==> src/rtl/mc_pkg.sv <==
// Shared definitions for the multi-cycle MIPS control unit: FSM states, instruction
// field encodings, ALU operation codes and the registered control word.
package mc_pkg;

  typedef enum logic [3:0] {
    StFetch,
    StDecode,
    StExecR,
    StWbR,
    StExecI,
    StWbI,
    StMemAddr,
    StMemRd,
    StMemWb,
    StMemWr,
    StBranch,
    StJump,
    StJal,
    StJr
  } state_e;

  localparam logic [5:0] OpRtype = 6'b000000;
  localparam logic [5:0] OpJ     = 6'b000010;
  localparam logic [5:0] OpJal   = 6'b000011;
  localparam logic [5:0] OpBeq   = 6'b000100;
  localparam logic [5:0] OpBne   = 6'b000101;
  localparam logic [5:0] OpAddi  = 6'b001000;
  localparam logic [5:0] OpSlti  = 6'b001010;
  localparam logic [5:0] OpAndi  = 6'b001100;
  localparam logic [5:0] OpOri   = 6'b001101;
  localparam logic [5:0] OpLw    = 6'b100011;
  localparam logic [5:0] OpSw    = 6'b101011;

  localparam logic [5:0] FnJr  = 6'b001000;
  localparam logic [5:0] FnAdd = 6'b100000;
  localparam logic [5:0] FnSub = 6'b100010;
  localparam logic [5:0] FnAnd = 6'b100100;
  localparam logic [5:0] FnOr  = 6'b100101;
  localparam logic [5:0] FnSlt = 6'b101010;

  localparam logic [2:0] AluAnd = 3'b000;
  localparam logic [2:0] AluOr  = 3'b001;
  localparam logic [2:0] AluAdd = 3'b010;
  localparam logic [2:0] AluSub = 3'b110;
  localparam logic [2:0] AluSlt = 3'b111;

  // Moore part of the outputs; branch/bne/decode qualify the few outputs that
  // also look at live inputs (zero, opcode) in the current cycle.
  typedef struct packed {
    logic       irwrite;
    logic       pcwrite;
    logic       regwrite;
    logic       regsel;
    logic       regdst;
    logic       alusrc;
    logic       memread;
    logic       memwrite;
    logic       memtoreg;
    logic       jal;
    logic       jr;
    logic       jmp;
    logic       branch;
    logic       bne;
    logic       decode;
    logic [2:0] aluop;
  } ctrl_t;

endpackage

==> src/rtl/mc_alu_decode.sv <==
// Combinational ALU-operation decode from opcode/funct; r_valid_o flags a supported
// arithmetic R-type funct (jr is dispatched separately and is not counted here).
module mc_alu_decode
  import mc_pkg::*;
(
  input  logic [5:0] opcode_i,
  input  logic [5:0] opr_i,
  output logic [2:0] aluop_o,
  output logic       r_valid_o
);

  always_comb begin
    aluop_o   = AluAdd;
    r_valid_o = 1'b0;
    case (opcode_i)
      OpRtype: begin
        case (opr_i)
          FnAdd: begin aluop_o = AluAdd; r_valid_o = 1'b1; end
          FnSub: begin aluop_o = AluSub; r_valid_o = 1'b1; end
          FnAnd: begin aluop_o = AluAnd; r_valid_o = 1'b1; end
          FnOr:  begin aluop_o = AluOr;  r_valid_o = 1'b1; end
          FnSlt: begin aluop_o = AluSlt; r_valid_o = 1'b1; end
          default: ;
        endcase
      end
      OpBeq, OpBne: aluop_o = AluSub;
      OpSlti:       aluop_o = AluSlt;
      OpAndi:       aluop_o = AluAnd;
      OpOri:        aluop_o = AluOr;
      default: ;
    endcase
  end

endmodule

==> src/rtl/mc_control_fsm.sv <==
// Multi-cycle MIPS control FSM: sequences fetch/decode/execute/memory/writeback,
// stalls on mem_ready with a timeout, and drives all datapath control lines.
module mc_control_fsm
  import mc_pkg::*;
#(
  parameter int unsigned MEM_TIMEOUT = 16
) (
  input  logic       clk,
  input  logic       rst,
  input  logic [5:0] opcode,
  input  logic [5:0] opr,
  input  logic       zero,
  input  logic       mem_ready,
  output logic       irwrite,
  output logic       pcwrite,
  output logic       regwrite,
  output logic       regsel,
  output logic       regdst,
  output logic       alusrc,
  output logic       memread,
  output logic       memwrite,
  output logic       memtoreg,
  output logic       pcsrc,
  output logic       jal,
  output logic       jr,
  output logic       jmp,
  output logic [2:0] aluopration,
  output logic       illegal,
  output logic       bus_err
);

  localparam int unsigned CntW = (MEM_TIMEOUT > 2) ? $clog2(MEM_TIMEOUT) : 1;
  localparam logic [CntW-1:0] CntLast = CntW'(MEM_TIMEOUT - 1);

  state_e          state_q, state_d, disp_state;
  logic [CntW-1:0] cnt_q, cnt_d;
  ctrl_t           ctrl_q, ctrl_d;
  logic            run_q;
  logic            bus_err_q, bus_err_d;
  logic            disp_legal;
  logic [2:0]      dec_aluop;
  logic            dec_r_valid;
  logic            take;

  mc_alu_decode u_alu_decode (
    .opcode_i  (opcode),
    .opr_i     (opr),
    .aluop_o   (dec_aluop),
    .r_valid_o (dec_r_valid)
  );

  function automatic ctrl_t ctrl_of(state_e st, logic [2:0] op, logic is_bne);
    ctrl_t c;
    c = '0;
    case (st)
      StFetch:   begin c.irwrite = 1'b1; c.pcwrite = 1'b1; c.aluop = AluAdd; end
      StDecode:  c.decode = 1'b1;
      StExecR:   c.aluop = op;
      StWbR:     begin c.regdst = 1'b1; c.regwrite = 1'b1; c.aluop = op; end
      StExecI:   begin c.alusrc = 1'b1; c.aluop = op; end
      StWbI:     begin c.regwrite = 1'b1; c.alusrc = 1'b1; c.aluop = op; end
      StMemAddr: begin c.alusrc = 1'b1; c.aluop = AluAdd; end
      StMemRd:   c.memread = 1'b1;
      StMemWb:   begin c.memtoreg = 1'b1; c.regwrite = 1'b1; end
      StMemWr:   c.memwrite = 1'b1;
      StBranch:  begin c.branch = 1'b1; c.bne = is_bne; c.aluop = AluSub; end
      StJump:    begin c.jmp = 1'b1; c.pcwrite = 1'b1; end
      StJal: begin
        c.jmp      = 1'b1;
        c.pcwrite  = 1'b1;
        c.regsel   = 1'b1;
        c.jal      = 1'b1;
        c.regwrite = 1'b1;
      end
      StJr:      begin c.jmp = 1'b1; c.jr = 1'b1; c.pcwrite = 1'b1; end
      default: ;
    endcase
    return c;
  endfunction

  always_comb begin
    disp_state = StFetch;
    disp_legal = 1'b1;
    case (opcode)
      OpRtype: begin
        if (opr == FnJr) disp_state = StJr;
        else if (dec_r_valid) disp_state = StExecR;
        else disp_legal = 1'b0;
      end
      OpLw, OpSw:                    disp_state = StMemAddr;
      OpBeq, OpBne:                  disp_state = StBranch;
      OpAddi, OpSlti, OpAndi, OpOri: disp_state = StExecI;
      OpJ:                           disp_state = StJump;
      OpJal:                         disp_state = StJal;
      default:                       disp_legal = 1'b0;
    endcase
  end

  always_comb begin
    state_d   = state_q;
    cnt_d     = '0;
    bus_err_d = 1'b0;
    unique case (state_q)
      StFetch:   state_d = StDecode;
      StDecode:  state_d = disp_legal ? disp_state : StFetch;
      StExecR:   state_d = StWbR;
      StExecI:   state_d = StWbI;
      StMemAddr: state_d = (opcode == OpLw) ? StMemRd : StMemWr;
      StMemRd, StMemWr: begin
        // Ready on the timeout cycle still completes the access.
        if (mem_ready) begin
          state_d = (state_q == StMemRd) ? StMemWb : StFetch;
        end else if (cnt_q == CntLast) begin
          state_d   = StFetch;
          bus_err_d = 1'b1;
        end else begin
          cnt_d = cnt_q + 1'b1;
        end
      end
      StWbR, StWbI, StMemWb, StBranch, StJump, StJal, StJr: state_d = StFetch;
      default: state_d = StFetch;
    endcase
    // The first edge after reset performs FETCH rather than advancing past it.
    if (!run_q) state_d = StFetch;
    ctrl_d = ctrl_of(state_d, dec_aluop, opcode == OpBne);
  end

  always_ff @(posedge clk or negedge rst) begin
    if (!rst) begin
      state_q   <= StFetch;
      cnt_q     <= '0;
      ctrl_q    <= '0;
      run_q     <= 1'b0;
      bus_err_q <= 1'b0;
    end else begin
      state_q   <= state_d;
      cnt_q     <= cnt_d;
      ctrl_q    <= ctrl_d;
      run_q     <= 1'b1;
      bus_err_q <= bus_err_d;
    end
  end

  assign take        = ctrl_q.branch & (zero ^ ctrl_q.bne);
  assign irwrite     = ctrl_q.irwrite;
  assign pcwrite     = ctrl_q.pcwrite | take;
  assign regwrite    = ctrl_q.regwrite;
  assign regsel      = ctrl_q.regsel;
  assign regdst      = ctrl_q.regdst;
  assign alusrc      = ctrl_q.alusrc;
  assign memread     = ctrl_q.memread;
  assign memwrite    = ctrl_q.memwrite;
  assign memtoreg    = ctrl_q.memtoreg;
  assign pcsrc       = take;
  assign jal         = ctrl_q.jal;
  assign jr          = ctrl_q.jr;
  assign jmp         = ctrl_q.jmp;
  assign aluopration = ctrl_q.aluop;
  assign illegal     = ctrl_q.decode & ~disp_legal;
  assign bus_err     = bus_err_q;

endmodule

==> config.mk <==
export PLATFORM = sky130hd
export DESIGN_NAME = mc_control_fsm
export DESIGN_NICKNAME = d
export VERILOG_FILES = /design/src/rtl/mc_pkg.sv /design/src/rtl/mc_alu_decode.sv /design/src/rtl/mc_control_fsm.sv
export SDC_FILE = /design/constraint.sdc
export NUM_CORES = 1
export LEC_CHECK = 0
export CAP_MARGIN = 20
export CORE_MARGIN = 3
export CORE_UTILIZATION = 44
export CTS_BUF_LIST = sky130_fd_sc_hd__clkbuf_4 sky130_fd_sc_hd__clkbuf_8
export DETAILED_ROUTE_END_ITERATION = 10
export GPL_TIMING_DRIVEN = 0
export PLACE_DENSITY = 0.8
export SLEW_MARGIN = 20
export SYNTH_ARGS = -nofsm -noshare
export SYNTH_HDL_FRONTEND = slang
export SYNTH_SLANG_ARGS = --single-unit
export TNS_END_PERCENT = 5
==> constraint.sdc <==
create_clock -name clk -period 3.3 [get_ports clk]
set_input_delay 0.99 -clock clk [delete_from_list [all_inputs] [get_ports clk]]
set_output_delay 0.99 -clock clk [all_outputs]
set_load 0.02 [all_outputs]
; ---- After elaboration in Yosys (flattened, before gate mapping)
; Cells that the tools add are included.
[word_totals]
register_bits = 27
wordCells = 113
inputBits = 16
out_inout_bits = 18
[classes]
n_eq_ne = 36
muxes = 37
add_sub_neg = 1
bitwise_logic = 5
reduce_logical = 15
[ops]
columns = cell, n
row1 = one-hot mux 4 bit (6 select lines), 2
row2 = "equality test 6 bit, second input constant", 7
row3 = two-way mux 4 bit, 10
row4 = "equality test 4 bit, second input constant", 8
row5 = "equality test 6 x 4 -> 1 bit, second input constant", 5
row6 = "equality test 4 x 3 -> 1 bit, second input constant", 7
row7 = two-way mux 1 bit, 19
row8 = OR reduction 4 bit, 4
row9 = one-hot mux 3 bit (5 select lines), 1
row10 = "equality test 4 x 2 -> 1 bit, second input constant", 3
row11 = "equality test 6 x 2 -> 1 bit, second input constant", 2
row12 = "equality test 6 x 3 -> 1 bit, second input constant", 2
row13 = one-hot mux 3 bit (4 select lines), 1
row14 = OR reduction 10 bit, 1
row15 = one-hot mux 3 bit (3 select lines), 1
row16 = "equality test 4 x 1 -> 1 bit, second input constant", 2
row17 = logical NOT 4 bit, 2
row18 = OR reduction 2 bit, 4
row19 = logical NOT 6 bit, 1
row20 = OR reduction 3 bit, 2
row21 = OR reduction 5 bit, 1
row22 = "adder 4 x 1 -> 4 bit, second input constant", 1
row23 = two-way mux 2 bit, 2
row24 = bitwise AND 1 bit, 2
row25 = other kinds (4), 4

; ---- Depth between registers and ports, before layout
[depth]
depth_word = 13
depth_mapped = 9

; ---- Hierarchy
; A second synthesis with hierarchy kept.
[hier_totals]
hier_cells = 181
area_unflattened_um2 = 1719.1
[by_module_without_submodules]
columns = module, seq_area_each_um2, area_each_um2, n_inst, cells_each
row1 = mc_control_fsm, 675.6, 1542.7, 1, 160
row2 = mc_alu_decode, 0.0, 176.4, 1, 21

; ---- Least setup slack after synthesis
; OpenSTA, ideal clock, no wires.
[synth_timing]
kind = input-to-output
start = input port opcode[0]
end = output port illegal
t_arrival_ns = 1.933
slack_ns = 0.377
cell_stages = 5
path_cell_list = buf_2 > inv_1 > a21oi_1 > o32a_1 > o221a_2
[synth_between]
elab_chain_cells = 7
elab_cells_between_ends = 18
cone_classes = 10 x eq/ne / 4 x mux / 2 x bitwise / 2 x reduce/logical
[synth_lines]
columns = item, line
row1 = start: declaration, mc_control_fsm.sv:10  ; input logic [5:0] opcode,
row2 = logical NOT 6 bit, "mc_alu_decode.sv:15, mc_control_fsm.sv:84"
row3 = two-way mux 1 bit, mc_alu_decode.sv:15  ; case (opcode_i)
row4 = two-way mux 1 bit, mc_control_fsm.sv:87  ; else if (dec_r_valid) disp_state = StExecR;
row5 = two-way mux 1 bit, mc_control_fsm.sv:86  ; if (opr == FnJr) disp_state = StJr;
row6 = one-hot mux 1 bit (2 select lines) (*), mc_control_fsm.sv:84  ; case (opcode)
row7 = NOT 1 bit (*), mc_control_fsm.sv:159  ; assign illegal = ctrl_q.decode & ~disp_legal;
row8 = bitwise AND 1 bit (*), mc_control_fsm.sv:159
row9 = end: declaration, mc_control_fsm.sv:28  ; output logic illegal,
; Every way passes the cells marked *; elsewhere a longest branch is shown, timed or not.

; ---- Worst setup path in the final report
[layout_timing]
start = input port zero
end = output port pcwrite
[layout_between]
elab_chain_cells = 3
[layout_lines]
columns = item, line
row1 = start: declaration, mc_control_fsm.sv:12  ; input logic zero,
row2 = bitwise XOR 1 bit, mc_control_fsm.sv:144  ; assign take = ctrl_q.branch & (zero ^ ctrl_q.bne);
row3 = bitwise AND 1 bit, mc_control_fsm.sv:144
row4 = OR 1 bit, mc_control_fsm.sv:146  ; assign pcwrite = ctrl_q.pcwrite | take;
row5 = end: declaration, mc_control_fsm.sv:15  ; output logic pcwrite,
; No other way between the ends.

==> flow_summary.yaml <==
logic_synthesis:
  synthFlopType: "dfrtp_1"
  syn_inst: 180
  synth_cell_types: 67
  synth.net_count: 197
  yosysWarnings: 0
  ys_seq_area_share_pct: 38.41
  avgSynthCellArea_um2: 9.773
  synth-edff-count: 0
  ys_seq_elements: 27
  async_flop_share_pct: 100.0
  synth_area_um2: 1759
route:
  firstDrtPassIters: 6
  drc: 0
  num_vias: 1460
  viasPerCell: 5.509
  totalWireLength_mm: 3.639
  initialDrtViolationCount: 93
  ant_nets: 0
  routedWlPerCell_um: 13.73
grt:
  grt.total_usage_pct: 14.60
  antenna_found_initial: 0
  grt_max_degree: 28
  grt_pass1_wl_mm: 5.858
  first_global_vias: 1299
  grt-ovfl-total: 0
critical_path:
  cp.arrival_ns: 2.24
  crit_chain: "clkdlybuf4s50_1, xor2_1, and2_1, or2_2, clkdlybuf4s15_1"
  critPathTopFamily: "buffers and inverters"
  critPathBufInv: 2
  startpoint_type: "primary input"
  r2r-end: "aluopration[2]$_DFF_PN0_"
  crit_path_end_kind: "output pin"
  rrSetupSlack_ns: 0.88
  crit_slowest_cell: "clkdlybuf4s50_1"
  r2r-start: "state_q[1]$_DFF_PN0_"
  critPathKind: "primary input to output pin"
  slowest_delay_ns: 0.41
  reg2reg_depth: 7
  crit_required_ns: 2.31
  path_max_fanout: 2
  critical_path_depth: 5
timing:
  setup_tns_ns: 0
  worst_pin_slew_ns: 0.5825
  finalSetupViolCount: 0
  fmax_mhz: 309.4
  maxSlewViolCount: 0
  rsz0062_at_grt: "no"
  hold_viol: 0
  skew_ns: 0.01125
  fin_crit_ns: 3.232
  period_share_pct: 97.95
  timing.slew.headroom_pct: 61.17
clock_tree:
  numCtsBuffers: 3
  cts_sinks: 27
  clk_latency_ns: 0.28
  cts_buffer_depth: 2
  cts-root-buf: "clkbuf_8"
  cts_tree: "yes"
  clkTransAtPathRegs_ns: 0.09
  htreeDepth: 1
  postCtsHoldBufs: 0
die:
  die_area_um2: 4793
  rows: 22
  start_util_pct: 46.99
  pin_count: 34
  die_x_um: 69.23
  die_h_um: 69.23
  coreArea_um2: 3744
final_layout:
  drive_gt1_share_pct: 20.28
  regArea_um2: 675.6
  multi_input_area_um2: 1005
  antenna_cells: 0
  fillers: 336
  area_delta_synth_final_pct: 26.88
  layout.cells.non_filler: 265
  nNetsFinal: 235
  post-route-util_pct: 59.63
placed_design:
  dp.cells: 259
  gp_congestion: 0.8786
  dp_hpwl_mm: 2.706
  portBuffers: 31
min_path:
  hp-start: "cnt_q[0]$_DFF_PN0_"
  hold_path.class: "flip-flop to flip-flop"
  hold-path-endpoint: "cnt_q[0]$_DFF_PN0_"
  hold_path_depth: 1
status:
  outcome: "finished clean"
run:
  cap_violations: 0
pwr:
  ir_drop_mv: 0.3081
  powerDensity_nw_per_um2: 302.3
  p_leak_nw: 0.9396
-- repair_timing --
| action | CTS | global route |
|---|---|---|
| pin swaps | 1 | 0 |
| endpoints found under the setup margin | 3 | 8 |
| setup buffers | 2 | 0 |
| resized for setup | 19 | 7 |
| cloned | 0 | 0 |
-- final cells by class --
type | instances | area share (%)
clock inverters | 1 | 0.3924
clock buffers | 3 | 1.850
repair buffers | 33 | 13.96
flip-flops and latches | 27 | 30.27
multi-input cells | 133 | 45.01
plain buffers | 11 | 4.316
well taps | 48 | 2.691
inverters | 9 | 1.513
-- power breakdown --
| part | switching [mW] | internal, mW | leakage [nW] |
|---|---|---|---|
| sequential | 0.00439 | 0.339 | 0.362 |
| combinational | 0.0788 | 0.0585 | 0.551 |
| clock | 0.106 | 0.0886 | 0.0261 |
| total | 0.189 | 0.486 | 0.940 |
-- worst max path at each step --
stage	start	slack [ns]	end
6_report	zero	0.07	pcwrite
5_1_grt	opcode[2]	0.004	illegal
4_1_cts	opcode[1]	-0.08	illegal
3_5_place_dp	opcode[3]	-0.59	illegal
3_3_place_gp	opcode[3]	-0.59	illegal
2_1_floorplan	opcode[0]	0.38	illegal
-- worst reg2reg max path, stage by stage (launching register included) --
cell       delay [ns]
dfrtp_1          0.48
or3b_4           0.45
a2111oi_4        0.43
a22oi_2          0.17
o21a_4           0.18
a21oi_4          0.22
o22ai_1          0.12
mux2_2           0.27
-- per-layer routing --
| layer | up-vias | wire length [um] | share of wire (%) | global-route usage, % |
|---|---|---|---|---|
| met1 | 695 | 1652 | 45 | 20.28 |
| met3 | 2 | 153 | 4.2 | 3.333 |
| met5 | - | 0 | 0 | 0 |
| li1 | 735 | - | - | - |
| met2 | 28 | 1821 | 50 | 23.83 |
| met4 | 0 | 11 | 0.30 | 1.952 |
-- cells by family after synthesis --
kind of cell / Yosys count / share of synthesized area (%)
buffers and inverters: 20 / 6.472
other: 1 / 0.2132
flip-flops: 27 / 38.41
XOR/XNOR: 4 / 1.992
AND/OR/NAND/NOR: 78 / 27.88
multiplexers: 2 / 1.209
AO/OA/AOI/OAI: 47 / 23.12
adder cells (fa/ha/maj): 1 / 0.7111
-- through the flow --
step | cell area [um^2] | hold WS (ns) | setup slack (ns) | power [mW]
floorplan | 1759 | 0.4331 | 0.3771 | 0.4300
global placement | 2130 | 0.4530 | -0.5871 | 0.4829
detailed placement | 2125 | 0.4605 | -0.5864 | 0.4833
CTS | 2208 | 0.4729 | -0.07527 | 0.6795
global route | 2232 | 0.4908 | 0.004176 | 0.7024
finish | 2232 | 0.4661 | 0.06762 | 0.6748
-- cells in the mapped netlist, types with 2 or more instances --
master,n,share of area (%)
xor2_1,2,1.0
o22ai_1,2,0.71
nand3_1,4,1.1
dfrtp_1,27,38
o21a_1,2,0.85
a21oi_1,8,2.3
inv_1,6,1.3
o311a_1,2,1.1
and3_1,2,0.71
inv_2,3,0.64
o32ai_1,4,2.0
o221ai_1,2,1.0
nor3_2,2,1.1
buf_2,4,1.1
a21o_1,2,0.85
nand2b_1,6,2.1
o21ai_0,3,0.85
nand3b_1,3,1.3
or4b_1,3,1.7
xnor2_1,2,1.0
nand2_1,8,1.7
buf_4,5,2.1
nor3_1,4,1.1
nor3b_1,2,0.85
and2_1,4,1.4
a211o_1,2,1.0
o21ai_1,2,0.57
or2_1,3,1.1
nor2b_1,4,1.4
buf_6,2,1.3
nor2_1,19,4.1
-- cells in the final DEF, fill, tap and decap left out, types with 3 or more instances in the layout --
cell type	count
dfrtp_1	27
nor2_1	19
clkdlybuf4s50_1	19
nand2_1	8
a21oi_1	8
dlygate4sd2_1	7
inv_1	6
buf_4	6
buf_6	5
nand2b_1	5
buf_2	4
and2_1	4
nand3_1	4
o32ai_1	4
inv_2	3
nor3_2	3
nand3b_1	3
or2_1	3
or4b_1	3
o21ai_0	3
nor2b_1	3
nor3_1	3
clkbuf_8	3
-- flip-flops by register name, summed over array words and instances (netlist names) --
register	flops
memwrite	1
cnt_q	4
jal	1
ctrl_q	4
jmp	1
irwrite	1
bus_err	1
run_q	1
aluopration	3
memread	1
state_q	4
alusrc	1
memtoreg	1
regwrite	1
regdst	1
jr	1
Note: power is estimated with default switching activity, not from simulation.
